File: src/rtl/ddr4_ddr3_cmd_xlate_if.sv
// DDR4 command pins in; DDR3 command pins, MR shadow readback and bank/error status out.
interface ddr4_ddr3_cmd_xlate_if #(
    parameter int ADDR_W = 16,
    parameter int CNT_W  = 16
);
    logic              ddr4_cke;
    logic              ddr4_cs_n;
    logic              ddr4_act_n;
    logic [16:0]       ddr4_adr;
    logic [1:0]        ddr4_ba;
    logic [1:0]        ddr4_bg;
    logic              ddr3_cke;
    logic              ddr3_cs_n;
    logic              ddr3_ras_n;
    logic              ddr3_cas_n;
    logic              ddr3_we_n;
    logic [2:0]        ddr3_ba;
    logic [ADDR_W-1:0] ddr3_adr;
    logic [1:0]        mr_sel;
    logic [15:0]       mr_data;
    logic [7:0]        bank_open;
    logic              proto_err;
    logic [1:0]        err_code;
    logic [CNT_W-1:0]  cmd_cnt;

    modport master (
        output ddr4_cke, ddr4_cs_n, ddr4_act_n, ddr4_adr, ddr4_ba, ddr4_bg, mr_sel,
        input  ddr3_cke, ddr3_cs_n, ddr3_ras_n, ddr3_cas_n, ddr3_we_n, ddr3_ba, ddr3_adr,
        input  mr_data, bank_open, proto_err, err_code, cmd_cnt
    );
    modport slave (
        input  ddr4_cke, ddr4_cs_n, ddr4_act_n, ddr4_adr, ddr4_ba, ddr4_bg, mr_sel,
        output ddr3_cke, ddr3_cs_n, ddr3_ras_n, ddr3_cas_n, ddr3_we_n, ddr3_ba, ddr3_adr,
        output mr_data, bank_open, proto_err, err_code, cmd_cnt
    );
endinterface

File: src/rtl/ddr4_ddr3_cmd_xlate.sv
// DDR4 -> DDR3 command translator with MR0-3 shadows and saturating command counter.
// Define XLATE_BANK_TRACK_EN to add bank-open tracking and protocol error flagging.
module ddr4_ddr3_cmd_xlate #(
    parameter int ADDR_W = 16,
    parameter int PIPE   = 1,
    parameter int CNT_W  = 16
) (
    input logic                  ddr4_ck_t,
    input logic                  ddr4_reset_n,
    ddr4_ddr3_cmd_xlate_if.slave bus
);
    localparam logic [2:0] K_NONE = 3'd0, K_ACT = 3'd1, K_PRE = 3'd2, K_RD = 3'd3,
                           K_WR   = 3'd4, K_MRS = 3'd5, K_REF = 3'd6, K_ZQ = 3'd7;

    typedef struct packed {
        logic              cke;
        logic              cs_n;
        logic [2:0]        rcw;
        logic [2:0]        ba;
        logic [ADDR_W-1:0] adr;
        logic [2:0]        kind;
    } cmd_t;

    localparam cmd_t CMD_IDLE = '{cke: 1'b0, cs_n: 1'b1, rcw: 3'b111, ba: 3'b000,
                                  adr: '0, kind: K_NONE};

    cmd_t        dec;
    logic [15:0] mr_val;

    always_comb begin
        mr_val        = bus.ddr4_adr[15:0];
        mr_val[15:13] = 3'b000;
        if (bus.ddr4_ba == 2'd0) begin
            mr_val[12] = 1'b0;
            mr_val[8]  = 1'b1;
        end
        if (bus.ddr4_ba == 2'd1) mr_val[0] = 1'b1;

        dec.cke  = bus.ddr4_cke;
        dec.cs_n = bus.ddr4_cs_n;
        dec.rcw  = bus.ddr4_adr[16:14];
        dec.ba   = {bus.ddr4_bg[0], bus.ddr4_ba};
        dec.adr  = bus.ddr4_adr[ADDR_W-1:0];
        dec.kind = K_NONE;
        if (bus.ddr4_cs_n) begin
            dec.rcw = 3'b111;
        end else if (!bus.ddr4_act_n) begin
            dec.rcw  = 3'b011;
            dec.kind = K_ACT;
        end else begin
            case (bus.ddr4_adr[16:14])
                3'b000: begin
                    // MR4-MR7 have no DDR3 counterpart: swallow as a NOP
                    if (bus.ddr4_bg[0]) begin
                        dec.rcw = 3'b111;
                    end else begin
                        dec.kind = K_MRS;
                        dec.ba   = {1'b0, bus.ddr4_ba};
                        dec.adr  = mr_val[ADDR_W-1:0];
                    end
                end
                3'b001:  dec.kind = K_REF;
                3'b010:  dec.kind = K_PRE;
                3'b100:  dec.kind = K_WR;
                3'b101:  dec.kind = K_RD;
                3'b110:  dec.kind = K_ZQ;
                default: dec.rcw  = 3'b111;
            endcase
        end
    end

    cmd_t pipe_q [PIPE];
    cmd_t emit;

    always_ff @(posedge ddr4_ck_t or negedge ddr4_reset_n) begin
        if (!ddr4_reset_n) begin
            for (int i = 0; i < PIPE; i++) pipe_q[i] <= CMD_IDLE;
        end else begin
            pipe_q[0] <= dec;
            for (int i = 1; i < PIPE; i++) pipe_q[i] <= pipe_q[i-1];
        end
    end

    // emit is the command being loaded into the output stage this edge
    generate
        if (PIPE == 1) begin : g_emit1
            assign emit = dec;
        end else begin : g_emitn
            assign emit = pipe_q[PIPE-2];
        end
    endgenerate

    assign bus.ddr3_cke   = pipe_q[PIPE-1].cke;
    assign bus.ddr3_cs_n  = pipe_q[PIPE-1].cs_n;
    assign bus.ddr3_ras_n = pipe_q[PIPE-1].rcw[2];
    assign bus.ddr3_cas_n = pipe_q[PIPE-1].rcw[1];
    assign bus.ddr3_we_n  = pipe_q[PIPE-1].rcw[0];
    assign bus.ddr3_ba    = pipe_q[PIPE-1].ba;
    assign bus.ddr3_adr   = pipe_q[PIPE-1].adr;

    logic [ADDR_W-1:0] shadow [4];
    logic [CNT_W-1:0]  cnt_q;

    always_ff @(posedge ddr4_ck_t or negedge ddr4_reset_n) begin
        if (!ddr4_reset_n) begin
            for (int i = 0; i < 4; i++) shadow[i] <= '0;
            cnt_q <= '0;
        end else begin
            if (emit.kind == K_MRS) shadow[emit.ba[1:0]] <= emit.adr;
            if (emit.kind != K_NONE && cnt_q != {CNT_W{1'b1}}) cnt_q <= cnt_q + 1'b1;
        end
    end

    always_comb begin
        bus.mr_data             = '0;
        bus.mr_data[ADDR_W-1:0] = shadow[bus.mr_sel];
    end
    assign bus.cmd_cnt = cnt_q;

`ifdef XLATE_BANK_TRACK_EN
    logic [7:0] open_q;
    logic       err_q;
    logic [1:0] code_q;
    logic [1:0] err_now;

    always_comb begin
        err_now = 2'b00;
        case (emit.kind)
            K_ACT:        if (open_q[emit.ba])  err_now = 2'b01;
            K_RD, K_WR:   if (!open_q[emit.ba]) err_now = 2'b10;
            K_MRS, K_REF: if (|open_q)          err_now = 2'b11;
            default: ;
        endcase
    end

    always_ff @(posedge ddr4_ck_t or negedge ddr4_reset_n) begin
        if (!ddr4_reset_n) begin
            open_q <= '0;
            err_q  <= 1'b0;
            code_q <= 2'b00;
        end else begin
            case (emit.kind)
                K_ACT: open_q[emit.ba] <= 1'b1;
                K_PRE: if (emit.adr[10]) open_q <= '0;
                       else open_q[emit.ba] <= 1'b0;
                K_RD, K_WR: if (emit.adr[10]) open_q[emit.ba] <= 1'b0;
                default: ;
            endcase
            // first error wins; the command itself is still forwarded
            if (!err_q && err_now != 2'b00) begin
                err_q  <= 1'b1;
                code_q <= err_now;
            end
        end
    end

    assign bus.bank_open = open_q;
    assign bus.proto_err = err_q;
    assign bus.err_code  = code_q;
`else
    assign bus.bank_open = '0;
    assign bus.proto_err = 1'b0;
    assign bus.err_code  = 2'b00;
`endif
endmodule

File: src/flat_wrapper.sv
// flat-port wrapper written by rule: the top's interface ports become plain ports
module ddr4_ddr3_cmd_xlate_flat 
#(
    parameter int ADDR_W = 16,
    parameter int PIPE   = 1,
    parameter int CNT_W  = 16
)
  (ddr4_ck_t, ddr4_reset_n, bus_ddr4_cke, bus_ddr4_cs_n, bus_ddr4_act_n, bus_ddr4_adr, bus_ddr4_ba, bus_ddr4_bg, bus_mr_sel, bus_ddr3_cke, bus_ddr3_cs_n, bus_ddr3_ras_n, bus_ddr3_cas_n, bus_ddr3_we_n, bus_ddr3_ba, bus_ddr3_adr, bus_mr_data, bus_bank_open, bus_proto_err, bus_err_code, bus_cmd_cnt);
  ddr4_ddr3_cmd_xlate_if #(.ADDR_W(ADDR_W), .CNT_W(CNT_W)) bus_i ();
  input logic ddr4_ck_t;
  input logic ddr4_reset_n;
  input wire logic [$bits(bus_i.ddr4_cke)-1:0] bus_ddr4_cke;
  input wire logic [$bits(bus_i.ddr4_cs_n)-1:0] bus_ddr4_cs_n;
  input wire logic [$bits(bus_i.ddr4_act_n)-1:0] bus_ddr4_act_n;
  input wire logic [$bits(bus_i.ddr4_adr)-1:0] bus_ddr4_adr;
  input wire logic [$bits(bus_i.ddr4_ba)-1:0] bus_ddr4_ba;
  input wire logic [$bits(bus_i.ddr4_bg)-1:0] bus_ddr4_bg;
  input wire logic [$bits(bus_i.mr_sel)-1:0] bus_mr_sel;
  output wire logic [$bits(bus_i.ddr3_cke)-1:0] bus_ddr3_cke;
  output wire logic [$bits(bus_i.ddr3_cs_n)-1:0] bus_ddr3_cs_n;
  output wire logic [$bits(bus_i.ddr3_ras_n)-1:0] bus_ddr3_ras_n;
  output wire logic [$bits(bus_i.ddr3_cas_n)-1:0] bus_ddr3_cas_n;
  output wire logic [$bits(bus_i.ddr3_we_n)-1:0] bus_ddr3_we_n;
  output wire logic [$bits(bus_i.ddr3_ba)-1:0] bus_ddr3_ba;
  output wire logic [$bits(bus_i.ddr3_adr)-1:0] bus_ddr3_adr;
  output wire logic [$bits(bus_i.mr_data)-1:0] bus_mr_data;
  output wire logic [$bits(bus_i.bank_open)-1:0] bus_bank_open;
  output wire logic [$bits(bus_i.proto_err)-1:0] bus_proto_err;
  output wire logic [$bits(bus_i.err_code)-1:0] bus_err_code;
  output wire logic [$bits(bus_i.cmd_cnt)-1:0] bus_cmd_cnt;
  assign bus_i.ddr4_cke = bus_ddr4_cke;
  assign bus_i.ddr4_cs_n = bus_ddr4_cs_n;
  assign bus_i.ddr4_act_n = bus_ddr4_act_n;
  assign bus_i.ddr4_adr = bus_ddr4_adr;
  assign bus_i.ddr4_ba = bus_ddr4_ba;
  assign bus_i.ddr4_bg = bus_ddr4_bg;
  assign bus_i.mr_sel = bus_mr_sel;
  assign bus_ddr3_cke = bus_i.ddr3_cke;
  assign bus_ddr3_cs_n = bus_i.ddr3_cs_n;
  assign bus_ddr3_ras_n = bus_i.ddr3_ras_n;
  assign bus_ddr3_cas_n = bus_i.ddr3_cas_n;
  assign bus_ddr3_we_n = bus_i.ddr3_we_n;
  assign bus_ddr3_ba = bus_i.ddr3_ba;
  assign bus_ddr3_adr = bus_i.ddr3_adr;
  assign bus_mr_data = bus_i.mr_data;
  assign bus_bank_open = bus_i.bank_open;
  assign bus_proto_err = bus_i.proto_err;
  assign bus_err_code = bus_i.err_code;
  assign bus_cmd_cnt = bus_i.cmd_cnt;
  ddr4_ddr3_cmd_xlate #(.ADDR_W(ADDR_W), .PIPE(PIPE), .CNT_W(CNT_W)) u_core (.ddr4_ck_t(ddr4_ck_t), .ddr4_reset_n(ddr4_reset_n), .bus(bus_i));
endmodule
File: config.mk
export PLATFORM = sky130hd
export DESIGN_NAME = ddr4_ddr3_cmd_xlate_flat
export DESIGN_NICKNAME = d
export VERILOG_FILES = /design/src/rtl/ddr4_ddr3_cmd_xlate_if.sv /design/src/rtl/ddr4_ddr3_cmd_xlate.sv /design/src/flat_wrapper.sv
export SDC_FILE = /design/constraint.sdc
export NUM_CORES = 1
export LEC_CHECK = 0
export CORE_MARGIN = 2
export CORE_UTILIZATION = 30
export DETAILED_ROUTE_END_ITERATION = 8
export GPL_TIMING_DRIVEN = 0
export REMOVE_ABC_BUFFERS = 1
export SLEW_MARGIN = 40
export SYNTH_ARGS = -nofsm -noshare
export SYNTH_HDL_FRONTEND = slang
export SYNTH_SLANG_ARGS = --single-unit
File: constraint.sdc
create_clock -name ddr4_ck_t -period 3.51 [get_ports ddr4_ck_t]
set_input_delay 0.8775 -clock ddr4_ck_t [delete_from_list [all_inputs] [get_ports ddr4_ck_t]]
set_output_delay 0.8775 -clock ddr4_ck_t [all_outputs]
set_load 0.02 [all_outputs]
Word-level counts from Yosys, hierarchy flattened
Cells that the tools add are included.

word-level totals
  flip-flop bits (word level) = 104
  input bits = 28
  output and inout port bits = 67
  word-level logic and storage cells = 49

cells by class
  add/sub/neg operators = 1
  $lt $le $gt $ge = 3
  eq/ne operators = 8
  multiplexer cells = 19
  bitwise operators = 2
  reductions and logical operators = 6

operators by type and width
  cell                                                        count
  bitwise mux 64 bit                                          1
  2-to-1 mux 16 bit                                           3
  2-to-1 mux 22 bit                                           2
  2-to-1 mux 19 bit                                           2
  binary-select mux 16 bit (select 2 bit)                     1
  demux 16 bit (select 2 bit)                                 1
  one-hot mux 3 bit (6 select lines)                          1
  adder 16 x 1 -> 16 bit, second input constant               1
  != test 16 bit, second input constant                       1
  equality test 3 bit, second input constant                  4
  2-to-1 mux 3 bit                                            4
  >= comparator 3 bit, second input constant                  2
  NOT 2 -> 3 bit                                              2
  one-hot mux 3 bit (2 select lines)                          1
  OR reduction 5 bit                                          1
  equality test 3 x 1 -> 1 bit, second input constant         1
  equality test 3 x 2 -> 1 bit, second input constant         1
  zero test 3 bit                                             1
  less-than comparator 3 x 1 -> 1 bit, second input constant  1
  2-to-1 mux 1 bit                                            3
  nonzero test 3 bit                                          1
  equality test 2 x 1 -> 1 bit, second input constant         1
  logical AND 1 bit                                           2
  zero test 2 bit                                             1

Logic depth before layout (Yosys ltp)
Gate-level depths: netlist of the first run.

  depth in word-level cells = 12
  mapped depth = 9
  gate-level depth less buffers = 7

Worst setup path before layout of the first run
No wires, ideal clock.

  path type = input to output
  from = input port bus_mr_sel[0]
  to = output port bus_mr_data[10]
  arrival time = 2198 ps
  data required time = 2633 ps
  setup slack = 435 ps
  cell stages on the path = 3
  cell sequence = clkbuf_1 -> buf_2 -> mux4_2

between the ends
  longest elaborated chain between the ends = 4

RTL lines
  what                                                  line                        RTL
  start: declaration                                    flat_wrapper.sv:18          input wire logic [$bits(bus_i.mr_sel)-1:0] bus_mr_sel;
  NOT 2 -> 3 bit (implied by the code)                  ddr4_ddr3_cmd_xlate.sv:116  bus.mr_data[ADDR_W-1:0] = shadow[bus.mr_sel];
  binary-select mux 16 bit (select 2 bit)               ddr4_ddr3_cmd_xlate.sv:116
  2-to-1 mux 16 bit (implied by the code) (2 in a row)  ddr4_ddr3_cmd_xlate.sv:116
  end: declaration                                      flat_wrapper.sv:26          output wire logic [$bits(bus_i.mr_data)-1:0] bus_mr_data;

Every way passes these cells. The select of a mux whose other input is x is not followed.

Worst setup path in the final report of the first run
  from = input port bus_ddr4_adr[15]
  to = register u_core.shadow[4] (netlist name)

between the ends
  longest elaborated chain between the ends = 10
  elaborated cells between the ends (all ways) = 19

RTL lines
  what                                                                                              line                        RTL
  start: declaration                                                                                flat_wrapper.sv:15          input wire logic [$bits(bus_i.ddr4_adr)-1:0] bus_ddr4_adr;
  zero test 3 bit                                                                                   ddr4_ddr3_cmd_xlate.sv:51   case (bus.ddr4_adr[16:14])
  2-to-1 mux 19 bit                                                                                 ddr4_ddr3_cmd_xlate.sv:51
  2-to-1 mux 19 bit                                                                                 ddr4_ddr3_cmd_xlate.sv:47   end else if (!bus.ddr4_act_n) begin
  2-to-1 mux 22 bit *                                                                               ddr4_ddr3_cmd_xlate.sv:45   if (bus.ddr4_cs_n) begin
  NOT 2 -> 3 bit (implied by the code)                                                              ddr4_ddr3_cmd_xlate.sv:109  if (emit.kind == K_MRS) shadow[emit.ba[1:0]] <= emit.adr;
  >= comparator 3 bit (implied by the code) or less-than comparator 3 x 1 -> 1 bit (tied branches)  ddr4_ddr3_cmd_xlate.sv:109
  logical AND 1 bit (implied by the code)                                                           ddr4_ddr3_cmd_xlate.sv:109
  2-to-1 mux 16 bit (implied by the code)                                                           ddr4_ddr3_cmd_xlate.sv:109
  demux 16 bit (select 2 bit)                                                                       ddr4_ddr3_cmd_xlate.sv:109
  bitwise mux 64 bit                                                                                ddr4_ddr3_cmd_xlate.sv:109
  end signal: indexed assignment                                                                    ddr4_ddr3_cmd_xlate.sv:109
  end: declaration                                                                                  ddr4_ddr3_cmd_xlate.sv:101  logic [ADDR_W-1:0] shadow [4];

Mark *: on every way between the ends. The rest lies on a longest branch, timed or not.
A chain may end at the register's enable or synchronous reset.

==> metrics.log, run 1 <==
[metrics] overall global routing resource usage: 12.3%
[metrics] met3 wire length: 621 microns
[metrics] Via density: 4.72
[metrics] initial core utilization: 30.6%
[metrics] drt drc: 0
[metrics] area delta synth->final: 27.9%
[metrics] worst min-delay path category: in -> async
[metrics] final hold violations: 0
[metrics] number of design-rule violations left by the first detailed-router iteration: 90
[metrics] clock root buffer: clkbuf_16
[metrics] fraction of layout cells with a size suffix above 1: 28.8%
[metrics] outcome: finished clean
[metrics] vias post-DR: 2759
[metrics] number of max-cap violations: 0
[metrics] RSZ-0062 raised after global routing: false
[metrics] Fmax: 304 MHz
[metrics] horizontal die dimension: 128 microns
[metrics] Clock Latency Late Sink: 340 ps
[metrics] critical path arrival: 3520 ps
[metrics] wire length of the first global-routing pass: 15.4 mm
[metrics] CORE AREA: 15100 sq um
[metrics] critical path startpoint category: input pin
[metrics] unique cell type count in the Yosys netlist: 38
[metrics] number of setup violations in the final report: 0
[metrics] area enclosed by the die boundary: 16400 sq um
[metrics] Worst Clk Skew: 4.40 ps
[metrics] Detail Route Antenna Nets: 0
[metrics] M1 WL: 4.25 mm
[metrics] net count of the finished layout: 427
[metrics] maximum fanout encountered on the critical timing path: 10
[metrics] number of storage elements in the synthesis netlist: 104
[metrics] setup slack at placement: -471 ps
[metrics] clock tree from TritonCTS: yes
[metrics] share of the clock period used by the worst path after layout: 93.7%
[metrics] Top-Level Pins: 95
[metrics] startpoint-to-endpoint class of the critical path: in -> reg
[metrics] number of CTS-inserted buffers: 9
[metrics] antenna diode count: 0
[metrics] Data required, critical path: 3740 ps
[metrics] leakage power of the design: 2.75 nW
[metrics] sort of element at the end of the critical path: register
[metrics] Syn Std Cell Area: 4630 sq um
[metrics] Max rail drop VDD: 0.000473 V
[metrics] Hold Buf Count CTS: 0
[metrics] number of levels the H-tree was split into: 3
[metrics] minimum clock period: 3290 ps
[metrics] PnR worst setup slack: 222 ps
[metrics] clock-pin slew on the worst setup and hold paths: 70 ps
[metrics] deepest clock path buffer count: 2
[metrics] WL per Instance: 16.2 microns
[metrics] gp weighted congestion: 0.778
[metrics] final total power: 2.96 mW
[metrics] PwrDens: 499 nW/um^2
[metrics] via count of the first global-routing pass: 2857
[metrics] Rows: 45
[metrics] Final Routed Wirelength: 9.46 mm
[metrics] number of antenna violations at the first check in global routing: 0
[metrics] Final HPWL DP: 6.14 mm
[metrics] Avg Synthesized Cell Area: 15.1 sq um
[metrics] count of TritonRoute iterations in the first routing pass: 4
[metrics] number of slew-limit violations in the final report: 0
[metrics] highest metal layer with signal wires: met4
[metrics] largest net degree at the start of global routing: 54
[metrics] yosys synthesis warning count: 0
[metrics] final global-route overflow total: 0
[metrics] count of port buffers added during placement: 82
[metrics] worst-margin pin slew: 608 ps
[metrics] Post-Route Utilization: 39.1%
[metrics] number of clock sinks: 104
[metrics] FILL cells: 1439
[metrics] floorplan die height: 128 microns
[metrics] met2 WL: 4.50 mm
[metrics] register area share after synthesis: 56.3%
[metrics] Max-slew headroom: 59.4%
[metrics] Post-Synthesis Cells: 306
-- report_power, final --
part | internal [mW] | total [mW] | leakage [nW] | switching [mW]
combinational | 0.307 | 0.603 | 1.28 | 0.297
clock | 0.499 | 0.918 | 0.126 | 0.420
sequential | 1.33 | 1.43 | 1.35 | 0.110
total | 2.13 | 2.96 | 2.75 | 0.826
-- cell type report --
type / count / area (sq um) / area share (%)
Sequential cell: 104 / 2610 / 44.0
Tap cell: 188 / 235 / 3.97
Clock buffer: 13 / 250 / 4.22
Multi-Input combinational cell: 185 / 1890 / 31.9
Inverter: 4 / 15.0 / 0.253
Clock inverter: 2 / 16.3 / 0.275
Timing Repair Buffer: 88 / 908 / 15.3
-- flip-flops by register name, indices dropped and copies added, names as in the netlist --
register / flops
u_core.bus.ddr3_ras_n: 1
u_core.bus.ddr3_ba: 3
u_core.bus.cmd_cnt: 16
u_core.bus.ddr3_cas_n: 1
u_core.bus.ddr3_adr: 16
u_core.bus.ddr3_cs_n: 1
u_core.shadow: 64
u_core.bus.ddr3_cke: 1
u_core.bus.ddr3_we_n: 1
-- kinds of logic after synthesis --
| kind of cell | share of synthesized area (%) |
|---|---|
| and+or+nand+nor | 8.00 |
| buffers and inverters | 3.97 |
| other | 0.0810 |
| AOI/OAI and AO/OA | 1.70 |
| xor gates and xnor gates | 2.84 |
| muxes | 25.2 |
| DFF | 56.3 |
| adders and majority gates | 1.89 |
-- synth_stat cells --
master    number  area [sq um]
inv_1          4          15.0
a221oi_1       1          8.76
nor2_1         9          33.8
nand3_1        8          40.0
mux2_2        45           507
conb_1         1          3.75
o21ai_0        6          30.0
a22oi_1        1          7.51
and2_0         1          6.26
nor3b_1        4          30.0
ha_1           7          87.6
and4b_1        1          10.0
nand2b_1       2          12.5
or2b_1         1          7.51
nand2_4        2          22.5
nor3_1         5          25.0
buf_4         11          82.6
buf_2          3          15.0
dfrtp_1      100          2500
nand3b_4       1          20.0
nand3_4        1          17.5
xor2_1        15           131
nand4_1        3          18.8
nor4_1         6          37.5
dfstp_2        4           105
nand3b_1       2          15.0
or4_1          1          7.51
mux2_4        20           300
clkbuf_1       4          15.0
nor2b_1        3          18.8
or3b_1         1          8.76
nor4b_1        1          8.76
o41ai_2        1          16.3
a21oi_2        1          8.76
buf_6          5          56.3
nand2_1        8          30.0
mux4_2        16           360
a21o_1         1          7.51
-- critical path, cell delays in order --
cell and delay (ps):
clkdlybuf4s50_1 580, inv_1 200, ha_1 240, or3b_1 380, a21oi_2 210, and4b_2 410
nand3_4 120, buf_4 200, mux2_4 290
-- timing repair --
action / CTS / global route
setup buffers: 0 / 4
pin swaps: 1 / 0
setup endpoints to repair: 32 / 44
resized for setup: 1 / 1
-- cells in the final DEF, fill, tap and decap left out, drive strengths merged, types with 2 or more instances in the layout --
cell	netlist	routed
nor4	6	6
nor3	5	5
nor2b	3	3
nor2	9	9
o21ai	6	6
dfstp	4	4
clkbuf	4	14
inv	4	4
mux4	16	16
nand4	3	3
nand2	10	10
nand2b	2	2
conb	1	11
mux2	65	65
ha	7	7
xor2	15	15
nand3b	3	3
clkdlybuf4s50	0	79
buf	19	8
dfrtp	100	100
nand3	9	9
nor3b	4	4
-- through the flow --
step	setup TNS [ps]	instance area, sq um	std cells	hold slack, ps
finish	0	5920	584	440
CTS	0	5860	579	441
global route	0	5920	584	458
global placement	-266470	5560	563	483
detailed placement	-22710	5590	564	488
floorplan	0	4500	293	474
-- final timing paths --
path	end	cells after the start	slack, ps	startpoint
worst max-delay path	u_core.shadow[4]	9	220	bus_ddr4_adr[15]
worst min-delay path	u_core.bus.cmd_cnt[14]	1	440	ddr4_reset_n
worst max register to register	u_core.bus.cmd_cnt[1]	6	1150	u_core.bus.cmd_cnt[0]
worst min register to register	u_core.shadow[59]	1	500	u_core.shadow[59]
max in group asynchronous	u_core.bus.ddr3_cas_n	2	2430	ddr4_reset_n
min in group ddr4_ck_t	u_core.shadow[59]	1	500	u_core.shadow[59]
-- per-layer routing --
layer | vias up | global-route usage (%)
met5 | - | 0
met4 | 0 | 3.68
met3 | 8 | 5.26
met2 | 87 | 18.7
met1 | 1415 | 15.9
li1 | 1249 | -
Power figures use the tool's default switching activity.
==> run 2, diff against run 1 <==
Settings changed: CAP_MARGIN set to 20, CORE_ASPECT_RATIO set to 2.
==> run 2 against run 1 <==
  * Via count rose by 0.51%
  * Sequential power barely moved
  * Sequential cell count did not move
  * Design area rose by 0.80%
  * Cell count rose by 1.9%
  * Global-route usage rose by 0.74 points
  * Worst setup slack got worse by 59 ps
  * Hold slack got worse by 51 ps
  * Clock-buffer cell count fell by 4
  * Sequential share of layout area fell by 0.35 points
  * Clock power rose by 8.3%
  * Largest cell class unchanged
  * Largest power group unchanged
==> metrics.log, run 2 (synthesis gave the netlist of run 1 again) <==
[metrics] outcome: finished clean
[metrics] count of port buffers added during placement: 82
[metrics] count of TritonRoute iterations in the first routing pass: 4
[metrics] Clock Latency Late Sink: 340 ps
[metrics] Largest stage delay, worst path: 620 ps
[metrics] net count of the finished layout: 427
[metrics] Hold Buf Count CTS: 0
[metrics] Max-slew headroom: 66.3%
[metrics] Detail Route Antenna Nets: 0
[metrics] Final HPWL DP: 6.91 mm
[metrics] PwrDens: 508 nW/um^2
[metrics] wire length of the first global-routing pass: 16.9 mm
[metrics] clock-pin slew on the worst setup and hold paths: 80 ps
[metrics] most common library cell in the layout ignoring fill and taps: dfrtp_1
[metrics] worst flop-to-flop path startpoint: u_core.bus.cmd_cnt[0]
[metrics] via count of the first global-routing pass: 3117
[metrics] leakage power of the design: 2.77 nW
[metrics] Rows: 64
[metrics] RSZ-0062 raised after global routing: false
[metrics] critical path startpoint category: input pin
[metrics] horizontal die dimension: 91.9 microns
[metrics] number of antenna violations at the first check in global routing: 0
[metrics] number of setup violations in the final report: 0
[metrics] deepest clock path buffer count: 2
[metrics] drt drc: 0
[metrics] antenna diode count: 0
[metrics] gp weighted congestion: 0.790
[metrics] most frequent cells in the layout: dfrtp_1, clkdlybuf4s50_1, mux2_2, mux2_4, mux4_2
[metrics] M1 WL: 3.72 mm
[metrics] worst min-delay path category: in -> async
[metrics] met2 WL: 5.82 mm
[metrics] clock tree from TritonCTS: yes
[metrics] number of levels the H-tree was split into: 3
[metrics] flop-to-flop setup slack: 1180 ps
[metrics] Data required, critical path: 3730 ps
[metrics] crit path buf inv count: 3
[metrics] vias post-DR: 2773
[metrics] fraction of layout cells with a size suffix above 1: 30.0%
[metrics] Max rail drop VDD: 0.000284 V
[metrics] final total power: 3.04 mW
[metrics] sort of element at the end of the critical path: register
[metrics] share of the clock period used by the worst path after layout: 95.4%
[metrics] highest metal layer with signal wires: met4
[metrics] worst-margin pin slew: 505 ps
[metrics] Via density: 4.66
[metrics] critical path arrival: 3570 ps
[metrics] area enclosed by the die boundary: 16500 sq um
[metrics] register ranked first by flip-flop count: u_core.shadow
[metrics] area delta synth->final: 29.0%
[metrics] number of design-rule violations left by the first detailed-router iteration: 122
[metrics] clock root buffer: clkbuf_16
[metrics] number of clock sinks: 104
[metrics] startpoint-to-endpoint class of the critical path: in -> reg
[metrics] Top-Level Pins: 95
[metrics] critical path's top delay family: buffers and inverters
[metrics] maximum fanout encountered on the critical timing path: 12
[metrics] Critical-path top delay cell: clkdlybuf4s50_1
[metrics] number of CTS-inserted buffers: 9
[metrics] minimum clock period: 3350 ps
[metrics] number of slew-limit violations in the final report: 0
[metrics] initial core utilization: 30.4%
[metrics] largest net degree at the start of global routing: 69
[metrics] final hold violations: 0
[metrics] overall global routing resource usage: 13.0%
[metrics] CORE AREA: 15200 sq um
[metrics] Critical Path Start: bus_ddr4_adr[15]
[metrics] Fmax: 299 MHz
[metrics] Final Routed Wirelength: 10.0 mm
[metrics] WL per Instance: 16.8 microns
[metrics] crit path cell chain: clkdlybuf4s50_1 -> inv_1 -> ha_1 -> or3b_1 -> a21oi_2 -> and4b_2 -> nand3_4 -> buf_12 -> mux2_4
[metrics] number of max-cap violations: 0
[metrics] Worst Clk Skew: 4.87 ps
[metrics] final instance area: 5970 sq um
[metrics] final global-route overflow total: 0
[metrics] met3 wire length: 324 microns
[metrics] floorplan die height: 180 microns
[metrics] Largest register FFs: 64
[metrics] post-place instance area: 5600 sq um
==> run 2: cell count changes in the layout (fill, tap and decap cells not counted), sizes merged <==
cell      previous run  this run
buf                  8         9
clkinvlp             1         0
clkbuf              14         9
clkinv               1         3
inv                  4         8
==> run 2: area by class of cell <==
type | count | area, sq um
timing repair buffer | 88 | 908
tap | 198 | 248
multi-input combinational | 185 | 1900
inverter | 4 | 15.0
clock buffer | 9 | 225
sequential | 104 | 2610
clock inverter | 7 | 71.3
fill | 1489 | 9240
==> run 2: layer usage <==
layer,global-route usage (%),vias up
met5,0,-
met4,4.60,0
met3,2.43,7
met2,24.1,73
met1,14.7,1444
li1,-,1249
==> run 2: path summary, 6_finish.rpt <==
path,to,cells past startpoint
max in group asynchronous,u_core.shadow[10],2
setup / recovery,u_core.shadow[4],9
hold reg to reg,u_core.bus.cmd_cnt[15],1
setup reg to reg,u_core.bus.cmd_cnt[1],6
hold / removal,u_core.bus.ddr3_adr[1],1
min in group ddr4_ck_t,u_core.bus.cmd_cnt[15],1
==> run 2: metrics by stage <==
step           TNS, ps  std cells  worst slack (ps)  utilization, %  hold slack [ps]
5_1_grt              0        595              19.1            39.3              399
3_3_place_gp   -274470        573             -2340            36.6              481
4_1_cts              0        594               144            39.2              391
6_report             0        595               163            39.3              389
3_5_place_dp    -27540        574              -541            36.8              486
2_1_floorplan        0        293               624               -              474
==> run 2: timing repair <==
item | in CTS | in global routing
endpoints found under the setup margin | 33 | 4
resized for setup | 2 | 1
buffers inserted | 4 | 0
pin swaps | 1 | 0
==> run 2: worst reg2reg max path: cells and delay by family (launching register included) <==
kind / cells / cell delay (ps)
flip-flops: 1 / 410
AND/OR/NAND/NOR: 4 / 1260
multiplexers: 1 / 300
adder cells (fa/ha/maj): 1 / 250
==> run 2: power by group <==
part | internal, mW | switching [mW]
Sequential | 1.32 | 0.111
Combinational | 0.308 | 0.300
Clock | 0.503 | 0.491
Total | 2.13 | 0.902
